[config.mk]
export PLATFORM = sky130hd
export DESIGN_NAME = ads1015_scan_seq_flat
export DESIGN_NICKNAME = d
export VERILOG_FILES = /design/src/rtl/ads1015_scan_seq_if.sv /design/src/rtl/ads1015_scan_seq.sv /design/src/flat_wrapper.sv
export SDC_FILE = /design/constraint.sdc
export NUM_CORES = 1
export LEC_CHECK = 0
export BUFFER_PORTS_ARGS = -buffer_cell sky130_fd_sc_hd__buf_4
export CAP_MARGIN = 20
export CORE_MARGIN = 1
export CORE_UTILIZATION = 24
export CTS_CLUSTER_DIAMETER = 120
export CTS_CLUSTER_SIZE = 40
export DETAILED_ROUTE_END_ITERATION = 10
export PLACE_DENSITY = 0.41
export SYNTH_ARGS = -nofsm -noshare
export SYNTH_HDL_FRONTEND = slang
export SYNTH_SLANG_ARGS = --single-unit
[constraint.sdc]
create_clock -name clk -period 6 [get_ports clk]
set_clock_uncertainty 0.05 [all_clocks]
set_input_delay 0.3 -clock clk [delete_from_list [all_inputs] [get_ports clk]]
set_output_delay 0.3 -clock clk [all_outputs]
set_load 0.01 [all_outputs]
[src/rtl/ads1015_scan_seq_if.sv]
// ads1015_scan_seq_if: byte-level command bus between the ADS1015 scan sequencer and i2c_rw
//   i2c_go    : one-cycle command strobe (master -> slave)
//   i2c_cmd   : 1=START 2=SEND 3=RECV_ACK 4=RECV_NAK 5=STOP (master -> slave)
//   i2c_wdata : byte for SEND (master -> slave)
//   i2c_rdata : byte from the last RECV_*, valid once i2c_busy is low (slave -> master)
//   i2c_busy  : i2c_rw is executing a command (slave -> master)
interface ads1015_scan_seq_if;
    logic       i2c_go;
    logic [2:0] i2c_cmd;
    logic [7:0] i2c_wdata;
    logic [7:0] i2c_rdata;
    logic       i2c_busy;
    modport master (output i2c_go, i2c_cmd, i2c_wdata, input i2c_rdata, i2c_busy);
    modport slave  (input i2c_go, i2c_cmd, i2c_wdata, output i2c_rdata, i2c_busy);
endinterface

[src/rtl/ads1015_scan_seq.sv]
// ads1015_scan_seq: drives i2c_rw to scan ADS1015 AIN0..AIN3 single-shot and emit raw 12-bit codes
//   clk, rst        : clock, synchronous active-high reset
//   i2c             : command bus to i2c_rw (master side)
//   scan_en_i       : 1 = scan continuously, 0 = stop after the current channel
//   ch_mask_i       : bit n enables AINn, sampled at scan start
//   result_o        : {msb, lsb[7:4]} raw two's-complement code
//   result_ch_o     : channel of result_o
//   result_valid_o  : one-cycle strobe, result_o/result_ch_o update with it
//   scan_done_o     : one-cycle strobe after the last enabled channel of a scan
//   active_o        : high whenever the sequencer is not idle
module ads1015_scan_seq #(
    parameter logic [6:0]  ADDR7     = 7'h48,
    parameter logic [2:0]  PGA       = 3'b001,
    parameter logic [2:0]  DR        = 3'b100,
    parameter int unsigned CONV_WAIT = 24000,
    parameter int unsigned SCAN_GAP  = 6000000
) (
    input  logic                      clk,
    input  logic                      rst,
    ads1015_scan_seq_if.master        i2c,
    input  logic                      scan_en_i,
    input  logic [3:0]                ch_mask_i,
    output logic [11:0]               result_o,
    output logic [1:0]                result_ch_o,
    output logic                      result_valid_o,
    output logic                      scan_done_o,
    output logic                      active_o
);
    typedef enum logic [2:0] {IDLE, CFG, CWAIT, PTR, RD, EMIT, GAP} state_t;
    localparam logic [23:0] CW = 24'(CONV_WAIT);
    localparam logic [23:0] SG = 24'(SCAN_GAP);
    localparam logic [2:0] C_START = 3'd1, C_SEND = 3'd2, C_RACK = 3'd3, C_RNAK = 3'd4, C_STOP = 3'd5;

    state_t      state_q, state_d;
    logic [2:0]  idx_q, idx_d;
    logic [23:0] cnt_q, cnt_d;
    logic [3:0]  mask_q, mask_d;
    logic [1:0]  ch_q, ch_d, rch_q, rch_d;
    logic [7:0]  msb_q, msb_d;
    logic [3:0]  lsb_q, lsb_d;
    logic [11:0] result_q, result_d;
    logic        gap_q, valid_q, valid_d, done_q, done_d;
    logic [2:0]  t_cmd, n_cmd;
    logic [7:0]  t_data;
    logic        rdy, is_cmd, issue, cmds_done;

    function automatic logic [1:0] lowest(input logic [3:0] m);
        return m[0] ? 2'd0 : m[1] ? 2'd1 : m[2] ? 2'd2 : 2'd3;
    endfunction

    // Per-state command script indexed by idx_q; n_cmd is the script length.
    always_comb begin
        t_cmd  = 3'd0;
        t_data = 8'h00;
        n_cmd  = 3'd0;
        case (state_q)
            CFG: begin
                n_cmd  = 3'd6;
                t_cmd  = idx_q == 3'd0 ? C_START : idx_q == 3'd5 ? C_STOP : C_SEND;
                t_data = idx_q == 3'd1 ? {ADDR7, 1'b0} : idx_q == 3'd2 ? 8'h01 :
                         idx_q == 3'd3 ? {2'b11, ch_q, PGA, 1'b1} : {DR, 5'b00011};
            end
            PTR: begin
                n_cmd  = 3'd4;
                t_cmd  = idx_q == 3'd0 ? C_START : idx_q == 3'd3 ? C_STOP : C_SEND;
                t_data = idx_q == 3'd1 ? {ADDR7, 1'b0} : 8'h00;
            end
            RD: begin
                n_cmd  = 3'd5;
                t_cmd  = idx_q == 3'd0 ? C_START : idx_q == 3'd1 ? C_SEND :
                         idx_q == 3'd2 ? C_RACK : idx_q == 3'd3 ? C_RNAK : C_STOP;
                t_data = {ADDR7, 1'b1};
            end
            default: ;
        endcase
    end

    // gap_q masks the cycle right after a strobe, before i2c_rw has raised busy.
    assign rdy       = !gap_q && !i2c.i2c_busy;
    assign is_cmd    = state_q inside {CFG, PTR, RD};
    assign issue     = is_cmd && rdy && idx_q < n_cmd;
    assign cmds_done = is_cmd && rdy && idx_q == n_cmd;

    assign i2c.i2c_go    = issue;
    assign i2c.i2c_cmd   = issue ? t_cmd : 3'd0;
    assign i2c.i2c_wdata = issue ? t_data : 8'h00;

    always_comb begin
        state_d  = state_q;
        idx_d    = issue ? idx_q + 3'd1 : idx_q;
        cnt_d    = cnt_q;
        mask_d   = mask_q;
        ch_d     = ch_q;
        msb_d    = state_q == RD && rdy && idx_q == 3'd3 ? i2c.i2c_rdata : msb_q;
        lsb_d    = state_q == RD && rdy && idx_q == 3'd4 ? i2c.i2c_rdata[7:4] : lsb_q;
        result_d = result_q;
        rch_d    = rch_q;
        valid_d  = 1'b0;
        done_d   = 1'b0;
        case (state_q)
            IDLE: if (scan_en_i && |ch_mask_i) begin
                ch_d    = lowest(ch_mask_i);
                mask_d  = ch_mask_i & (ch_mask_i - 4'd1);
                state_d = CFG;
            end
            CFG: if (cmds_done) begin
                cnt_d   = CW;
                state_d = CW == 24'd0 ? PTR : CWAIT;
            end
            CWAIT: begin
                cnt_d   = cnt_q - 24'd1;
                state_d = cnt_q == 24'd1 ? PTR : CWAIT;
            end
            PTR: state_d = cmds_done ? RD : PTR;
            RD:  state_d = cmds_done ? EMIT : RD;
            EMIT: begin
                valid_d  = 1'b1;
                result_d = {msb_q, lsb_q};
                rch_d    = ch_q;
                if (!scan_en_i) state_d = IDLE;
                else if (|mask_q) begin
                    ch_d    = lowest(mask_q);
                    mask_d  = mask_q & (mask_q - 4'd1);
                    state_d = CFG;
                end else begin
                    done_d  = 1'b1;
                    cnt_d   = SG;
                    state_d = SG == 24'd0 ? IDLE : GAP;
                end
            end
            GAP: begin
                cnt_d   = cnt_q - 24'd1;
                state_d = cnt_q == 24'd1 ? IDLE : GAP;
            end
            default: state_d = IDLE;
        endcase
        if (state_d != state_q) idx_d = 3'd0;
    end

    always_ff @(posedge clk) begin
        if (rst) begin
            state_q  <= IDLE;
            idx_q    <= '0;
            cnt_q    <= '0;
            mask_q   <= '0;
            ch_q     <= '0;
            msb_q    <= '0;
            lsb_q    <= '0;
            result_q <= '0;
            rch_q    <= '0;
            gap_q    <= 1'b0;
            valid_q  <= 1'b0;
            done_q   <= 1'b0;
        end else begin
            state_q  <= state_d;
            idx_q    <= idx_d;
            cnt_q    <= cnt_d;
            mask_q   <= mask_d;
            ch_q     <= ch_d;
            msb_q    <= msb_d;
            lsb_q    <= lsb_d;
            result_q <= result_d;
            rch_q    <= rch_d;
            gap_q    <= issue;
            valid_q  <= valid_d;
            done_q   <= done_d;
        end
    end

    assign result_o       = result_q;
    assign result_ch_o    = rch_q;
    assign result_valid_o = valid_q;
    assign scan_done_o    = done_q;
    assign active_o       = state_q != IDLE;
endmodule

[src/flat_wrapper.sv]
// flat-port wrapper written by rule: the top's interface ports become plain ports
module ads1015_scan_seq_flat 
#(
    parameter logic [6:0]  ADDR7     = 7'h48,
    parameter logic [2:0]  PGA       = 3'b001,
    parameter logic [2:0]  DR        = 3'b100,
    parameter int unsigned CONV_WAIT = 24000,
    parameter int unsigned SCAN_GAP  = 6000000
)
  (clk, rst, scan_en_i, ch_mask_i, result_o, result_ch_o, result_valid_o, scan_done_o, active_o, i2c_i2c_go, i2c_i2c_cmd, i2c_i2c_wdata, i2c_i2c_rdata, i2c_i2c_busy);
  ads1015_scan_seq_if i2c_i ();
  input  logic clk;
  input  logic rst;
  input  logic scan_en_i;
  input  logic [3:0] ch_mask_i;
  output logic [11:0] result_o;
  output logic [1:0] result_ch_o;
  output logic result_valid_o;
  output logic scan_done_o;
  output logic active_o;
  output wire logic [$bits(i2c_i.i2c_go)-1:0] i2c_i2c_go;
  output wire logic [$bits(i2c_i.i2c_cmd)-1:0] i2c_i2c_cmd;
  output wire logic [$bits(i2c_i.i2c_wdata)-1:0] i2c_i2c_wdata;
  input wire logic [$bits(i2c_i.i2c_rdata)-1:0] i2c_i2c_rdata;
  input wire logic [$bits(i2c_i.i2c_busy)-1:0] i2c_i2c_busy;
  assign i2c_i2c_go = i2c_i.i2c_go;
  assign i2c_i2c_cmd = i2c_i.i2c_cmd;
  assign i2c_i2c_wdata = i2c_i.i2c_wdata;
  assign i2c_i.i2c_rdata = i2c_i2c_rdata;
  assign i2c_i.i2c_busy = i2c_i2c_busy;
  ads1015_scan_seq #(.ADDR7(ADDR7), .PGA(PGA), .DR(DR), .CONV_WAIT(CONV_WAIT), .SCAN_GAP(SCAN_GAP)) u_core (.clk(clk), .rst(rst), .i2c(i2c_i), .scan_en_i(scan_en_i), .ch_mask_i(ch_mask_i), .result_o(result_o), .result_ch_o(result_ch_o), .result_valid_o(result_valid_o), .scan_done_o(scan_done_o), .active_o(active_o));
endmodule
==> impl_metrics.tcl <==
set metrics [dict create \
    outcome "finished, final reports clean" \
    clkLatencyLatePin_ns 0.33 \
    tightest_slew_ns 1.02 \
    io_pins 45 \
    wire_per_inst_um 14.2 \
    grt_setup_unrepaired "false" \
    nets 457 \
    synth.distinct_cells 54 \
    syn_inst 400 \
    regArea_mm2 0.00128 \
    tritoncts "yes" \
    critPathLaunchType "register" \
    required_ns 6.20 \
    yosysWarnings 0 \
    finalMaxSlewViolations 0 \
    yosys.area.top_type_share_pct 39.4 \
    die_h_um 118 \
    synth-async-reset-ratio_pct 0 \
    regToRegSetupSlack_ns 2.28 \
    core_area_mm2 0.0132 \
    critPathArrivalTime_ns 3.92 \
    n_antenna_cell 0 \
    fill_cells 1449 \
    synth_edf_count 0 \
    cp_slowest_cell "dfxtp_1" \
    port_buffers 42 \
    total_leakage_power_nw 1.57 \
    r2r_cells 9 \
    drt_wl_total_um 8710 \
    cts_htree_levels 3 \
    critical_path_class "reg2reg" \
    critPathLaunch "u_core.state_q[2]" \
    antenna_found_initial 0 \
    swShare_pct 28.7 \
    timing.rr.end "u_core.cnt_q[21]" \
    slowest_delay_ns 0.61 \
    synth-seq-cells 64 \
    gp_congestion 0.803 \
    synth_most_common_cell "dfxtp_1" \
    grt_pass1_wl_um 14400 \
    fin_crit_sh_pct 62.0 \
    start_util_pct 24.6 \
    dp_hpwl_um 6040 \
    cts.sinks 64 \
    holdBufCountCts 0 \
    power_frac_comb_pct 19.3 \
    hold_path_class "in2reg" \
    grt_pass1_vias 2842 \
    fin_tns_setup_ns 0 \
    die_x_um 118 \
    total_power_mw 1.29 \
    multiInputGateArea_mm2 0.00184 \
    seqPwrFrac_pct 37.2 \
    drive_gt1_share_pct 15.2 \
    cts_made_buffers 9 \
    rows 42 \
    synthTopCellsByArea "dfxtp_1 (39%), a21oi_1 (6.2%), nor2_1 (5.3%)" \
    syn_to_final_growth_pct 23.7 \
    p_switching_mw 0.371 \
    num_vias 2960 \
    post_cts_buffers 0 \
    cts-root-buf "clkbuf_16" \
    synth_top_cell_by_area "dfxtp_1" \
    power_density_mw_per_mm2 321 \
    path_cells "or3b_2 > clkinv_1 > nor2_1 > ha_1 > nor4bb_1 > and3_1 > o311ai_0 > or3_1 > a21oi_1" \
    synth_flop_cell "dfxtp_1" \
    drv_cap 0 \
    hold_ws_ns 0.157 \
    drtIter0Drc 166 \
    endpoint_kind "register" \
    dieArea_mm2 0.0140 \
    layout_min_cycle_time_ns 3.72 \
    clk_pin_slew_ns 0.06 \
    max_slew_margin_pct 31.1 \
    clock_path_buffers 2 \
    detail_route.first_pass.iterations 4 \
    clockPowerShare_pct 43.6 \
    ys_seq_area_share_pct 39.4 \
    grt_max_degree 50 \
    routed_via_density 4.84 \
    finalHoldViolCount 0 \
    synth_commonest_cells "dfxtp_1 (64), nor2_1 (46), a21oi_1 (40)" \
    endpoint "u_core.cnt_q[21]" \
    syn_avg_cell_area_um2 8.13 \
    setup_viol 0 \
    grt_use_total_pct 13.0 \
    internal_power_mw 0.921 \
    peakVddDrop_uv 134 \
    overflow 0 \
    drc 0 \
    ant_nets 0 \
    synth_area_mm2 0.00325 \
    cts_resized 0 \
    fmax_ghz 0.269 \
    crit_fanout 16 \
    r2r-start "u_core.state_q[2]" \
]
-- flip-flops by register name, indices dropped and copies added, names as in the netlist --
name                   cells
u_core.ch_q                2
u_core.msb_q               8
u_core.result_o           12
u_core.result_valid_o      1
u_core.gap_q               1
u_core.mask_q              3
u_core.idx_q               3
u_core.state_q             3
u_core.cnt_q              24
u_core.result_ch_o         2
u_core.scan_done_o         1
u_core.lsb_q               4
-- power by group through the flow --
stage	clock (mW)	sequential [mW]	combinational [mW]
2_1_floorplan	0	0.477	0.191
3_3_place_gp	0	0.488	0.251
3_5_place_dp	0	0.489	0.248
4_1_cts	0.579	0.480	0.250
5_1_grt	0.596	0.485	0.278
6_report	0.563	0.481	0.249
-- through the flow --
| step | std cells | instance area, um2 | setup WS [ns] | util (%) |
|---|---|---|---|---|
| 5_1_grt | 611 | 4020 | 2.02 | 30.4 |
| 3_5_place_dp | 596 | 3700 | 2.37 | 28.0 |
| 2_1_floorplan | 401 | 3260 | 2.95 | - |
| 4_1_cts | 611 | 4020 | 2.28 | 30.4 |
| 3_3_place_gp | 596 | 3700 | 2.43 | 28.0 |
| 6_report | 611 | 4020 | 2.28 | 30.4 |
-- layout by cell type, fill, tap and decap left out, types with 3 or more instances in the layout --
master     instances
and3_1             4
clkbuf_16          9
a211oi_1           5
nand3_1            9
buf_4             43
or4_1              5
dfxtp_1           64
nand2_1           38
a32o_1             3
ha_1              10
nor2b_1            8
and2_1             5
nand4_1            5
mux2i_1           14
nor3_1            17
o31ai_1            4
o311ai_0           4
xor2_1             4
inv_1             10
nor2_1            46
o211ai_1           3
nand2b_1           7
or3_1              9
o21ai_0           14
a31oi_1            5
a21oi_1           40
xnor2_1            8
-- worst max-delay path, delay by kind of cell, from the launching register on --
kind / cells / cell delay, ns
flops: 1 / 0.61
compound gates: 2 / 0.50
buf+inv: 1 / 0.17
fa+ha+maj: 1 / 0.30
simple gates: 5 / 2.00
-- how the worst min path moves through the flow --
stage	start	end	slack [ns]	depth (start not counted)
finish	i2c_i2c_rdata[2]	u_core.msb_q[2]	0.16	3
global route	i2c_i2c_rdata[2]	u_core.msb_q[2]	0.17	3
CTS	i2c_i2c_rdata[2]	u_core.msb_q[2]	0.15	3
detailed placement	u_core.lsb_q[3]	u_core.result_o[3]	0.40	2
global placement	u_core.msb_q[4]	u_core.result_o[8]	0.39	2
floorplan	u_core.lsb_q[0]	u_core.result_o[0]	0.38	2
-- kinds of logic (layout without fill, tap and decap cells) --
family,after synthesis,count (layout),share of synthesized area [%]
simple gates,172,172,27.2
fa+ha+maj,10,10,3.85
xor+xnor,12,12,3.23
compound gates,92,92,17.7
buf+inv,35,69,4.27
mux,14,14,4.31
other cells,1,2,0.115
flops,64,64,39.4
-- layout make-up --
type / instances / share of cell area, %
clock buffers: 10 / 5.94
multi-input cells: 302 / 45.7
well taps: 176 / 5.47
inverters: 11 / 1.03
flip-flops and latches: 64 / 31.9
repair buffers: 43 / 8.02
clock inverters: 5 / 2.02
-- metal layers --
layer	vias up	track usage [%]	routed length (um)
met3	8	3.91	414
li1	1490	-	-
met1	1401	16.5	4170
met2	61	21.0	4010
met5	-	0	0
met4	0	4.51	109
Note: power is estimated with default switching activity, not from simulation.
